===== config.mk =====
export PLATFORM = sky130hd
export DESIGN_NAME = hh_membrane_update
export DESIGN_NICKNAME = d
export VERILOG_FILES = /design/src/rtl/hh_membrane_update.sv
export SDC_FILE = /design/constraint.sdc
export NUM_CORES = 1
export LEC_CHECK = 0
export CORE_ASPECT_RATIO = 1.2
export CORE_MARGIN = 2
export CORE_UTILIZATION = 63
export CTS_CLUSTER_SIZE = 20
export DETAILED_ROUTE_END_ITERATION = 7
export DONT_BUFFER_PORTS = 1
export PLACE_DENSITY = 0.88
export SLEW_MARGIN = 20
export SYNTH_ARGS = -nofsm -noshare
export SYNTH_HDL_FRONTEND = slang
export SYNTH_SLANG_ARGS = --single-unit

===== constraint.sdc =====
create_clock -name clk -period 12.6 [get_ports clk]
set_input_delay 1.26 -clock clk [delete_from_list [all_inputs] [get_ports clk]]
set_output_delay 1.26 -clock clk [all_outputs]
set_load 0.01 [all_outputs]

===== src/rtl/hh_membrane_update.sv =====
// hh_membrane_update: forward-Euler membrane integrator for a Hodgkin-Huxley
// neuron. It publishes V, collects n/m/h over a req/ack handshake and sums
// I_K + I_Na + I_L on one shared multiplier, one product per cycle.
// Ports: clk, reset (async, active-high), en, i_ext (Q8.8),
//   gate_n/m/h (Q0.16) + gate_ack in; v_req, v_out (Q8.8), v_valid out.
module hh_membrane_update #(
  parameter logic signed [15:0] V_REST   = -16'sd16640,
  parameter logic [15:0]        G_K      = 16'd9216,
  parameter logic [15:0]        G_NA     = 16'd30720,
  parameter logic [15:0]        G_L      = 16'd77,
  parameter logic signed [15:0] E_K      = -16'sd19712,
  parameter logic signed [15:0] E_NA     = 16'sd12800,
  parameter logic signed [15:0] E_L      = -16'sd13926,
  parameter int                 DT_SHIFT = 6
) (
  input  logic               clk,
  input  logic               reset,
  input  logic               en,
  input  logic signed [15:0] i_ext,
  input  logic [15:0]        gate_n,
  input  logic [15:0]        gate_m,
  input  logic [15:0]        gate_h,
  input  logic               gate_ack,
  output logic               v_req,
  output logic signed [15:0] v_out,
  output logic               v_valid
);

  typedef enum logic [1:0] {IDLE, REQ, MUL, UPDATE} state_t;

  state_t             state, state_nx;
  logic [3:0]         step;
  logic [15:0]        n_q, m_q, h_q, tmp;
  logic signed [39:0] acc;
  logic signed [17:0] op_a, op_b;
  logic signed [35:0] prod;
  logic               is_cur;
  logic               take;
  logic signed [16:0] d_k, d_na, d_l;
  logic signed [40:0] net, dv;
  logic signed [41:0] vsum;
  logic signed [15:0] v_sat;

  function automatic logic signed [17:0] u18(input logic [15:0] x);
    return $signed({2'b00, x});
  endfunction

  function automatic logic signed [17:0] s18(input logic signed [16:0] x);
    return $signed({x[16], x});
  endfunction

  assign d_k  = 17'(v_out) - 17'(E_K);
  assign d_na = 17'(v_out) - 17'(E_NA);
  assign d_l  = 17'(v_out) - 17'(E_L);

  // Gate-fraction products keep [31:16]; current products are Q8.8 * Q8.8
  // and drop 8 fraction bits before accumulating.
  always_comb begin
    op_a   = '0;
    op_b   = '0;
    is_cur = 1'b0;
    unique case (step)
      4'd0: begin op_a = u18(n_q);  op_b = u18(n_q); end
      4'd1: begin op_a = u18(tmp);  op_b = u18(tmp); end
      4'd2: begin op_a = u18(G_K);  op_b = u18(tmp); end
      4'd3: begin
        op_a = u18(tmp); op_b = s18(d_k); is_cur = 1'b1;
      end
      4'd4: begin op_a = u18(m_q);  op_b = u18(m_q); end
      4'd5: begin op_a = u18(tmp);  op_b = u18(m_q); end
      4'd6: begin op_a = u18(tmp);  op_b = u18(h_q); end
      4'd7: begin op_a = u18(G_NA); op_b = u18(tmp); end
      4'd8: begin
        op_a = u18(tmp); op_b = s18(d_na); is_cur = 1'b1;
      end
      4'd9: begin
        op_a = u18(G_L); op_b = s18(d_l); is_cur = 1'b1;
      end
      default: ;
    endcase
  end

  assign prod = op_a * op_b;

  assign net  = 41'(i_ext) - 41'(acc);
  assign dv   = net >>> DT_SHIFT;
  assign vsum = 42'(v_out) + 42'(dv);

  always_comb begin
    v_sat = vsum[15:0];
    if (vsum > 42'sd32767)
      v_sat = 16'sh7fff;
    else if (vsum < -42'sd32768)
      v_sat = 16'sh8000;
  end

  // Ack only counts once v_req is visibly high.
  assign take = en && v_req && gate_ack;

  always_comb begin
    state_nx = state;
    unique case (state)
      IDLE:   if (en) state_nx = REQ;
      REQ: begin
        if (!en)       state_nx = IDLE;
        else if (take) state_nx = MUL;
      end
      MUL:    if (step == 4'd9) state_nx = UPDATE;
      UPDATE: state_nx = en ? REQ : IDLE;
      default: state_nx = IDLE;
    endcase
  end

  always_ff @(posedge clk or posedge reset) begin
    if (reset) begin
      state   <= IDLE;
      v_out   <= V_REST;
      v_req   <= 1'b0;
      v_valid <= 1'b0;
      acc     <= '0;
      step    <= '0;
      tmp     <= '0;
      n_q     <= '0;
      m_q     <= '0;
      h_q     <= '0;
    end else begin
      state   <= state_nx;
      v_req   <= (state == REQ) && (state_nx == REQ);
      v_valid <= (state == UPDATE);
      unique case (state)
        REQ: begin
          if (take) begin
            n_q  <= gate_n;
            m_q  <= gate_m;
            h_q  <= gate_h;
            acc  <= '0;
            step <= '0;
          end
        end
        MUL: begin
          step <= step + 4'd1;
          if (is_cur)
            acc <= acc + 40'(prod >>> 8);
          else
            tmp <= prod[31:16];
        end
        UPDATE: v_out <= v_sat;
        default: ;
      endcase
    end
  end

endmodule


## Yosys cells after proc, flatten, opt, wreduce, memory -nomap -nowiden

Cells that the tools add are included.

| cells by class | value |
|---|---|
| multipliers | 1 |
| $add $sub $neg | 7 |
| order comparisons | 2 |
| reductions and logical operators | 14 |
| multiplexer cells | 16 |
| bitwise logic cells | 1 |
| equality and inequality tests | 15 |

Operator list:

| operator | count |
|---|---|
| $pmux 18 s7 | 1 |
| $pmux 16 s6 | 1 |
| $mux 40 | 2 |
| $pmux 40 s2 | 1 |
| $sub 16x40->41 | 1 |
| $add 40x27->40 | 1 |
| $add 16x35->36 | 1 |
| $gt 36x16->1 const B | 1 |
| $lt 36x16->1 const B | 1 |
| $mul 17x18->35 | 1 |
| $sub 16x15->17 const B | 2 |
| $mux 16 | 2 |
| $sub 16x16->17 const B | 1 |
| $eq 4x3->1 const B | 4 |
| $eq 4x2->1 const B | 2 |
| $eq 4x4->1 const B | 2 |
| $mux 2 | 4 |
| $pmux 2 s4 | 1 |
| $pmux 4 s2 | 1 |
| $reduce_and 2->1 | 3 |
| $reduce_or 3->1 | 2 |
| $reduce_or 5->1 | 1 |
| $add 4x1->4 const B | 1 |
| $eq 2x1->1 const B | 2 |
| 12 further kinds | 17 |

| word-level totals | value |
|---|---|
| output and inout port bits | 18 |
| register bits after elaboration | 128 |
| input port bits | 68 |

## Depth between registers and ports, before layout

| logic depth | value |
|---|---|
| depth in word-level cells | 7 |
| mapped depth | 48 |

## Least setup slack after synthesis

OpenSTA, ideal clock, no wires.

| path | value |
|---|---|
| path type | flip-flop to flip-flop |
| from | reg step[0] |
| to | reg acc[39] |
| setup time | 0.133 ns |
| path slack | 2.101 ns |
| period minus slack after synthesis | 10.499 ns |
| path buffers | 2 |
| arrival time | 10.366 ns |
| stages on the path, launching flop included | 43 |
| cells stage by stage | dfrtp_1 -> inv_1 -> ha_1 -> clkbuf_1 -> nand2_1 -> nand2_1 -> clkbuf_1 -> a21oi_1 -> nor2b_1 -> a2111oi_0 -> nor2_1 -> fa_1 -> inv_1 -> fa_1 -> fa_1 -> fa_1 -> inv_1 -> fa_1 -> (+7 left out) -> nand3_1 -> a31oi_1 -> a31oi_1 -> o21ai_1 -> o41ai_1 -> xnor2_1 -> ha_1 -> or3_1 -> o21ai_0 -> a21oi_1 -> nor3_1 -> o22ai_1 -> a31oi_1 -> a21oi_1 -> a31oi_1 -> xnor2_1 -> a21oi_1 -> o31ai_1 |

| between the ends | value |
|---|---|
| word-level cells in the longest chain between the ends | 7 |
| elaborated cells on any way between the ends | 23 |
| those cells by class | 1 x add/sub; 1 x mul; 10 x eq/ne; 5 x mux; 6 x reduce/logical |

Ends and longest elaborated chain:

| element | RTL line | source |
|---|---|---|
| start, declared | 32 | `logic [3:0] step;` |
| start signal, assigned | 141 | `step <= step + 4'd1;` |
| $eq 4x4->1 (tied with other cells) | 62 | `unique case (step)` |
| $reduce_or 5->1 (no source line) (tied with other cells) | - |  |
| $pmux 16 s6 / $pmux 18 s7 (equally long branches) | 62 |  |
| $mul 17x18->35 | 83 | `assign prod = op_a * op_b;` |
| $add 40x27->40 | 143 | `acc <= acc + 40'(prod >>> 8);` |
| $mux 40 | 142 | `if (is_cur)` |
| $pmux 40 s2 | 130 | `unique case (state)` |
| end signal, assigned | 143 |  |
| end, declared | 34 | `logic signed [39:0] acc;` |

Parallel ways exist; a longest one is shown, timed or not. The select of a mux whose other input is x is not followed.
A chain may end at the register's enable or synchronous reset.

## Worst setup path in the final report

| path | value |
|---|---|
| from | reg step[0] |
| to | reg acc[39] |

| between the ends | value |
|---|---|
| word-level cells in the longest chain between the ends | 7 |
| elaborated cells on any way between the ends | 23 |
| those cells by class | 1 x add/sub; 1 x mul; 10 x eq/ne; 5 x mux; 6 x reduce/logical |

Ends and longest elaborated chain:

| element | RTL line | source |
|---|---|---|
| $eq 4x4->1 (tied with other cells) | 62 |  |
| $reduce_or 5->1 (no source line) (tied with other cells) | - |  |
| $pmux 16 s6 / $pmux 18 s7 (equally long branches) | 62 |  |
| $mul 17x18->35 (*) | 83 |  |
| via prod[27] | 36 | `logic signed [35:0] prod;` |
| $add 40x27->40 (*) | 143 |  |
| $mux 40 (*) | 142 |  |
| $pmux 40 s2 (*) | 130 |  |

The timed path passes the listed nets; every way through them passes the cells marked *. The select of a mux whose other input is x is not followed.

==> impl_metrics.yaml <==
placement:
  globalplace.congestion: 1.03
  pre_cts_slack_ns: 0.606
  placed_area_um2: 22900
  dp_hpwl_mm: 53.4
  io_buffers: 0
  place_inst: 3146
setup_path:
  cp_common_cell: "fa_1"
  cp.arrival_ns: 12.23
  reg2reg_depth: 43
  cp_slowest_cell: "a2111oi_0"
  cp_max_fo: 16
  end_kind: "flip-flop"
  path_class: "reg -> reg"
  cp.required_ns: 12.89
  r2r-end: "acc[39]"
  crit_path_start_kind: "flip-flop"
  r2r_slack_ns: 0.67
  cp_slowest_stage_delay_ns: 0.60
  r2r_start: "step[0]"
die:
  die-area_um2: 37300
  rows: 75
  die_h_um: 211
  die_w_um: 177
  core_area_um2: 35100
  start_util: 0.642
  ios: 86
outcome:
  status: "completed"
global_route:
  antenna_found_initial: 5
  overflow: 0
  grt.total_usage: 0.364
  grt_pass1_wl_mm: 105
  grt_pass1_vias: 20400
  grt_max_degree: 90
final_layout:
  nets: 3272
  num-fill-cells: 2864
  final_common_cell: "inv_1"
  layout.cells.non_filler: 3192
  areaGrowthSynthToFinish_pct: 4.68
  layout_common_cells: "inv_1, nand2_1, fa_1, nor2_1, ha_1"
  fin_area_um2: 23600
  drive_above_1_share: 0.0558
synthesis:
  synth-seq-cells: 128
  synth_warnings: 0
  synth_edf_count: 0
  synth.top_cell.area_share: 0.246
  synth.area.mux_share: 0.00989
  synth_xor_area_frac: 0.0517
  synthCells: 2753
  yosysSeqAreaShare: 0.143
  syn_avg_cell_area_um2: 8.18
  ys.flop_type: "dfrtp_1"
  synth_area_leaders: "fa_1, dfrtp_1, ha_1"
  synth_top_family_by_area: "adder cells"
  synthAdderAreaFrac: 0.367
  synth_area_um2: 22500
  async_flop_share: 1.00
  synth_simple_gate_area_frac: 0.179
  synth_cell_types: 87
  synth_nets: 3313
  synth-compound-area-share: 0.155
  yosys.area.top_type: "fa_1"
timing:
  max_freq_mhz: 83.8
  maxSlewHeadroom: 0.265
  setup_viol: 0
  clock_skew_ns: 0.00876
  period_needed_ns: 11.93
  fin_ws_ns: 0.669
  hold_violations: 0
  tns_ns: 0
  finalCritPeriodShare: 0.947
  slew_viol_final: 0
  worst-slew-pin-transition_ns: 1.10
  rsz0062_at_grt: "no"
min_path:
  min_from: "h_q[9]"
  min_delay_worst_endpoint: "h_q[9]"
  holdPathStages: 2
  min_path_type: "reg -> reg"
detailed_routing:
  wl_per_cell_um: 20.5
  drc: 0
  ant_nets: 0
  vias_per_cell: 6.21
  first_pass_iters: 6
  initialDrtViolationCount: 1696
  dr_total_vias: 19800
  drt-total-wl_mm: 65.6
clock_tree:
  cts_tree: "built"
  root_buffer: "clkbuf_16"
  htree_num_levels: 4
  clk_pin_slew_ns: 0.07
  cts_buffers: 17
  cts_buffer_depth: 2
  cts_sinks: 128
  clock_latency_ns: 0.45
run:
  maxCapViolations: 0
[through the flow]
step / utilization / hold WS (ns)
floorplan: - / 0.446
CTS: 0.669 / 0.487
detailed placement: 0.654 / 0.469
global route: 0.672 / 0.515
finish: 0.672 / 0.485
global placement: 0.654 / 0.462
[routing by layer]
metal  up-vias  part of all wire  GRT usage
met2       916              0.49      0.626
met4         0             0.076      0.219
met5         -                 0          0
met1      9681              0.37      0.430
met3       297             0.068     0.0536
li1       8925                 -          -
[critical path: cells and delay by family (launching register included)]
kind | cells | cell delay (ns)
AO/OA/AOI/OAI | 18 | 4.73
XOR/XNOR | 1 | 0.11
adder cells (fa/ha/maj) | 9 | 4.15
buffers and inverters | 7 | 0.71
flip-flops | 1 | 0.44
AND/OR/NAND/NOR | 8 | 1.59
[area by class of cell]
class | instances | area (um^2) | area share
Multi-Input combinational cell | 2074 | 17200 | 0.731
Sequential cell | 128 | 3210 | 0.136
Inverter | 452 | 1700 | 0.0722
Tap cell | 462 | 578 | 0.0245
Clock buffer | 18 | 439 | 0.0186
Timing Repair Buffer | 39 | 297 | 0.0126
Clock inverter | 14 | 106 | 0.00451
Antenna cell | 5 | 12.5 | 0.000531
[cell usage after synthesis, drive strengths merged, types with 29 or more instances]
master	instances
a21o	57
a21oi	130
clkbuf	92
dfrtp	121
fa	277
ha	215
inv	452
nand2	410
nand3	75
nor2	233
nor2b	32
nor3	29
o21ai	123
xnor2	86
xor2	47
[worst max-delay path by stage]
stage | from | endpoint | slack [ns] | cells after the start
final | step[0] | acc[39] | 0.67 | 43
after global routing | step[0] | acc[39] | 0.007 | 43
after CTS | step[0] | acc[39] | 0.52 | 42
after detailed placement | step[0] | acc[39] | 0.61 | 42
after global placement | step[2] | acc[39] | 0.82 | 41
after floorplan | step[0] | acc[39] | 2.10 | 42
[registers in the layout, summed over array words and instances, names as in the netlist]
signal	cells
v_req	1
h_q	16
m_q	16
tmp	16
state	2
n_q	16
step	4
v_valid	1
v_out	16
acc	40
[kinds of logic (layout without fill, tap and decap cells)]
kind of cell	count (synthesis)	after routing
flip-flops	128	128
XOR/XNOR	133	133
other	0	5
buffers and inverters	551	523
multiplexers	20	20
AND/OR/NAND/NOR	909	909
AO/OA/AOI/OAI	516	516
adder cells (fa/ha/maj)	496	496
[timing repair]
item	CTS	global route
gates resized for setup	0	1
hold buffers	0	0
buffers inserted	0	8
hold endpoints to repair	0	0
endpoints found under the setup margin	0	6
Power is not shown: default switching activity piles up to over one toggle a cycle in this logic, so the estimate is an artifact.
==> variant, RTL diff (config.mk and constraints unchanged) <==
Re-encode `state_t` (4 states) as one-hot, 4 bits wide.
--- a/src/rtl/hh_membrane_update.sv
+++ b/src/rtl/hh_membrane_update.sv
@@ -28,3 +28,3 @@
 
-  typedef enum logic [1:0] {IDLE, REQ, MUL, UPDATE} state_t;
+  typedef enum logic [3:0] {IDLE = 4'b0001, REQ = 4'b0010, MUL = 4'b0100, UPDATE = 4'b1000} state_t;
 
Check against the original RTL: no difference found for any inputs over 10 cycles, from zero or initial values and one cycle with reset high; not proved beyond that.
==> variant against the unedited design <==
The flow now finishes with violations (DRC); area after synthesis increased by 0.58%; cell area grew 0.70%; cell count shrank 0.41%; critical path depth up 2; worst setup slack improved by 0.067 ns; sequential cell count is 2 higher; wire length rose by 0.86%; core utilization shrank 0.60 points; critical endpoint is now acc[38].
==> variant: results (changes against the unedited design) <==
| Metric | Value |
|---|---|
| Compound-Gate Fraction of Synth Area | 16.4% (+0.82 points) |
| Cell variety after synth | 101 (+16%) |
| VDD IR max | around 0.28 mV |
| Drt drc | 7 (+7) |
| Leak | approximately 12 nW |
| Top_reg_cell synth | dfrtp_1 |
| CP peak stage delay | 0.63 ns (+0.03 ns) |
| Clock Pin Slew Worst Setup and Hold Paths | 0.06 ns |
| Post-DP HPWL | 53.2 mm (-0.36%) |
| Number of port buffers | 0 (unchanged) |
| RePlAce Congestion | 1.05 (+2.0%) |
| FFs w/ async S/R, synth | 100% (unchanged) |
| Syn Nets | 3,297 (-0.48%) |
| DRT Pass-1 Iters | 8 (+2) |
| Final setup skew | 0.0172 ns (+0.00840 ns) |
| Initial antenna violation count | 1 (-4) |
| Synth Area in XOR/XNOR | 5.26% (+0.086 points) |
| Number of fill cells in the layout | 2,860 (-0.14%) |
| CTS root buf | clkbuf_16 |
| Slew HR | 26.2% (-0.39 points) |
| Failing checks | DRC |
| Adder-cell share of the synthesized area | 36.5% (-0.21 points) |
| Iter 0 DRT Violations | 1,755 (+3.5%) |
| Final setup violation count | 0 (unchanged) |
| Critical Path AT | 12.21 ns (-0.02 ns) |
| Synth top cells by count | inv_1, nand2_1, fa_1, nor2_1, ha_1 |
| Number of H-tree levels | 4 (unchanged) |
| First-pass GRT wire length | 105 mm (+0.14%) |
| Slowest stage cell, crit path | fa_1 |
| Layout cells sized above 1 | 5.57% (-0.0060 points) |
| Register area share after synthesis | 14.4% (+0.14 points) |
| Largest Register | acc |
| Largest register FFs | 40 (unchanged) |
| Synth area leaders | fa_1, dfrtp_1, ha_1 |
| Max FO, Critical Path | 8 (-8) |
| Later-pin clock latency in the skew report | 0.45 ns (about the same) |
| CTS resizes | 0 (unchanged) |
| Synthesis warning total | 0 (unchanged) |
| Vias/cell | 6.23 (+0.31%) |
| Number of global-route vias before repair | 20,400 (+0.23%) |
| Mux contribution to synthesized area | 1.07% (+0.077 points) |
| Overall routing resource usage | 36.3% (-0.085 points) |
| Final wirelength | 66.1 mm (+0.86%) |
| Hold Path Class | reg -> reg |
| Clock buffer depth | 2 (unchanged) |
| Status | finished, violations left |
| Post-CTS Setup Bufs | 0 (unchanged) |
| Pin count of the biggest net entering global routing | 87 (-3.3%) |
| CTS buffer count | 17 (unchanged) |
variant: cell count changes in the layout (fill, tap and decap cells not counted), sizes merged, moves of 6 or more:
| cell | before | now |
|---|---|---|
| nand2 | 410 | 401 |
| nand4 | 26 | 13 |
| nor2b | 32 | 16 |
| xnor2 | 86 | 95 |
| and2 | 20 | 29 |
| xor2 | 47 | 41 |
| nor2 | 233 | 239 |
| o32ai | 0 | 16 |
variant: routing by layer:
layer	track usage (%)	part of all wire [%]	vias up
met4	23.0	7.0	0
met2	61.7	49	953
met1	43.1	36	9664
li1	-	-	8894
met5	0	0	-
met3	5.39	7.5	288
variant: final cells by class:
| class | instances | area [um^2] | share of cell area [%] |
|---|---|---|---|
| multi-input combinational | 2058 | 17300 | 72.8 |
| sequential | 130 | 3260 | 13.7 |
| inverter | 453 | 1710 | 7.18 |
| tap | 468 | 586 | 2.47 |
| clock buffer | 19 | 453 | 1.91 |
| timing repair buffer | 37 | 282 | 1.19 |
| clock inverter | 13 | 173 | 0.727 |
| antenna | 1 | 2.50 | 0.0105 |
variant: worst max-delay path, delay by kind of cell (launching register included):
family / cells / cell delay [ns]
AO/OA/AOI/OAI: 20 / 4.76
flip-flops: 1 / 0.53
AND/OR/NAND/NOR: 10 / 1.68
adder cells (fa/ha/maj): 9 / 4.11
buffers and inverters: 6 / 0.71
variant: final timing paths:
path	start	cells past startpoint	to	slack (ns)
max reg2reg	v_out[1]	45	acc[38]	0.74
min reg2reg	h_q[9]	2	h_q[9]	0.51
max in group asynchronous	reset	2	step[1]	10.41
min	h_q[9]	2	h_q[9]	0.51
min in group asynchronous	reset	1	m_q[9]	0.73
max	v_out[1]	45	acc[38]	0.74
variant: report_power, final:
| part | switching [mW] | internal, mW | leakage [nW] | total, mW |
|---|---|---|---|---|
| Combinational | 2.68 | 1.75 | 10.3 | 4.43 |
| Sequential | 0.120 | 0.512 | 1.55 | 0.632 |
| Clock | 0.221 | 0.325 | 0.305 | 0.546 |
| Total | 3.02 | 2.58 | 12.2 | 5.60 |
variant: cells by family after synthesis:
kind of cell	Yosys count
AND/OR/NAND/NOR	871
adder cells (fa/ha/maj)	496
flip-flops	130
multiplexers	22
AO/OA/AOI/OAI	533
XOR/XNOR	136
buffers and inverters	549
variant: through the flow:
step / worst slack [ns] / area [um^2] / std cells
2_1_floorplan: 1.96 / 22700 / 2737
3_3_place_gp: 1.21 / 23100 / 3145
3_5_place_dp: 1.04 / 23100 / 3145
4_1_cts: 0.942 / 23700 / 3177
5_1_grt: 0.0831 / 23700 / 3179
6_report: 0.736 / 23700 / 3179
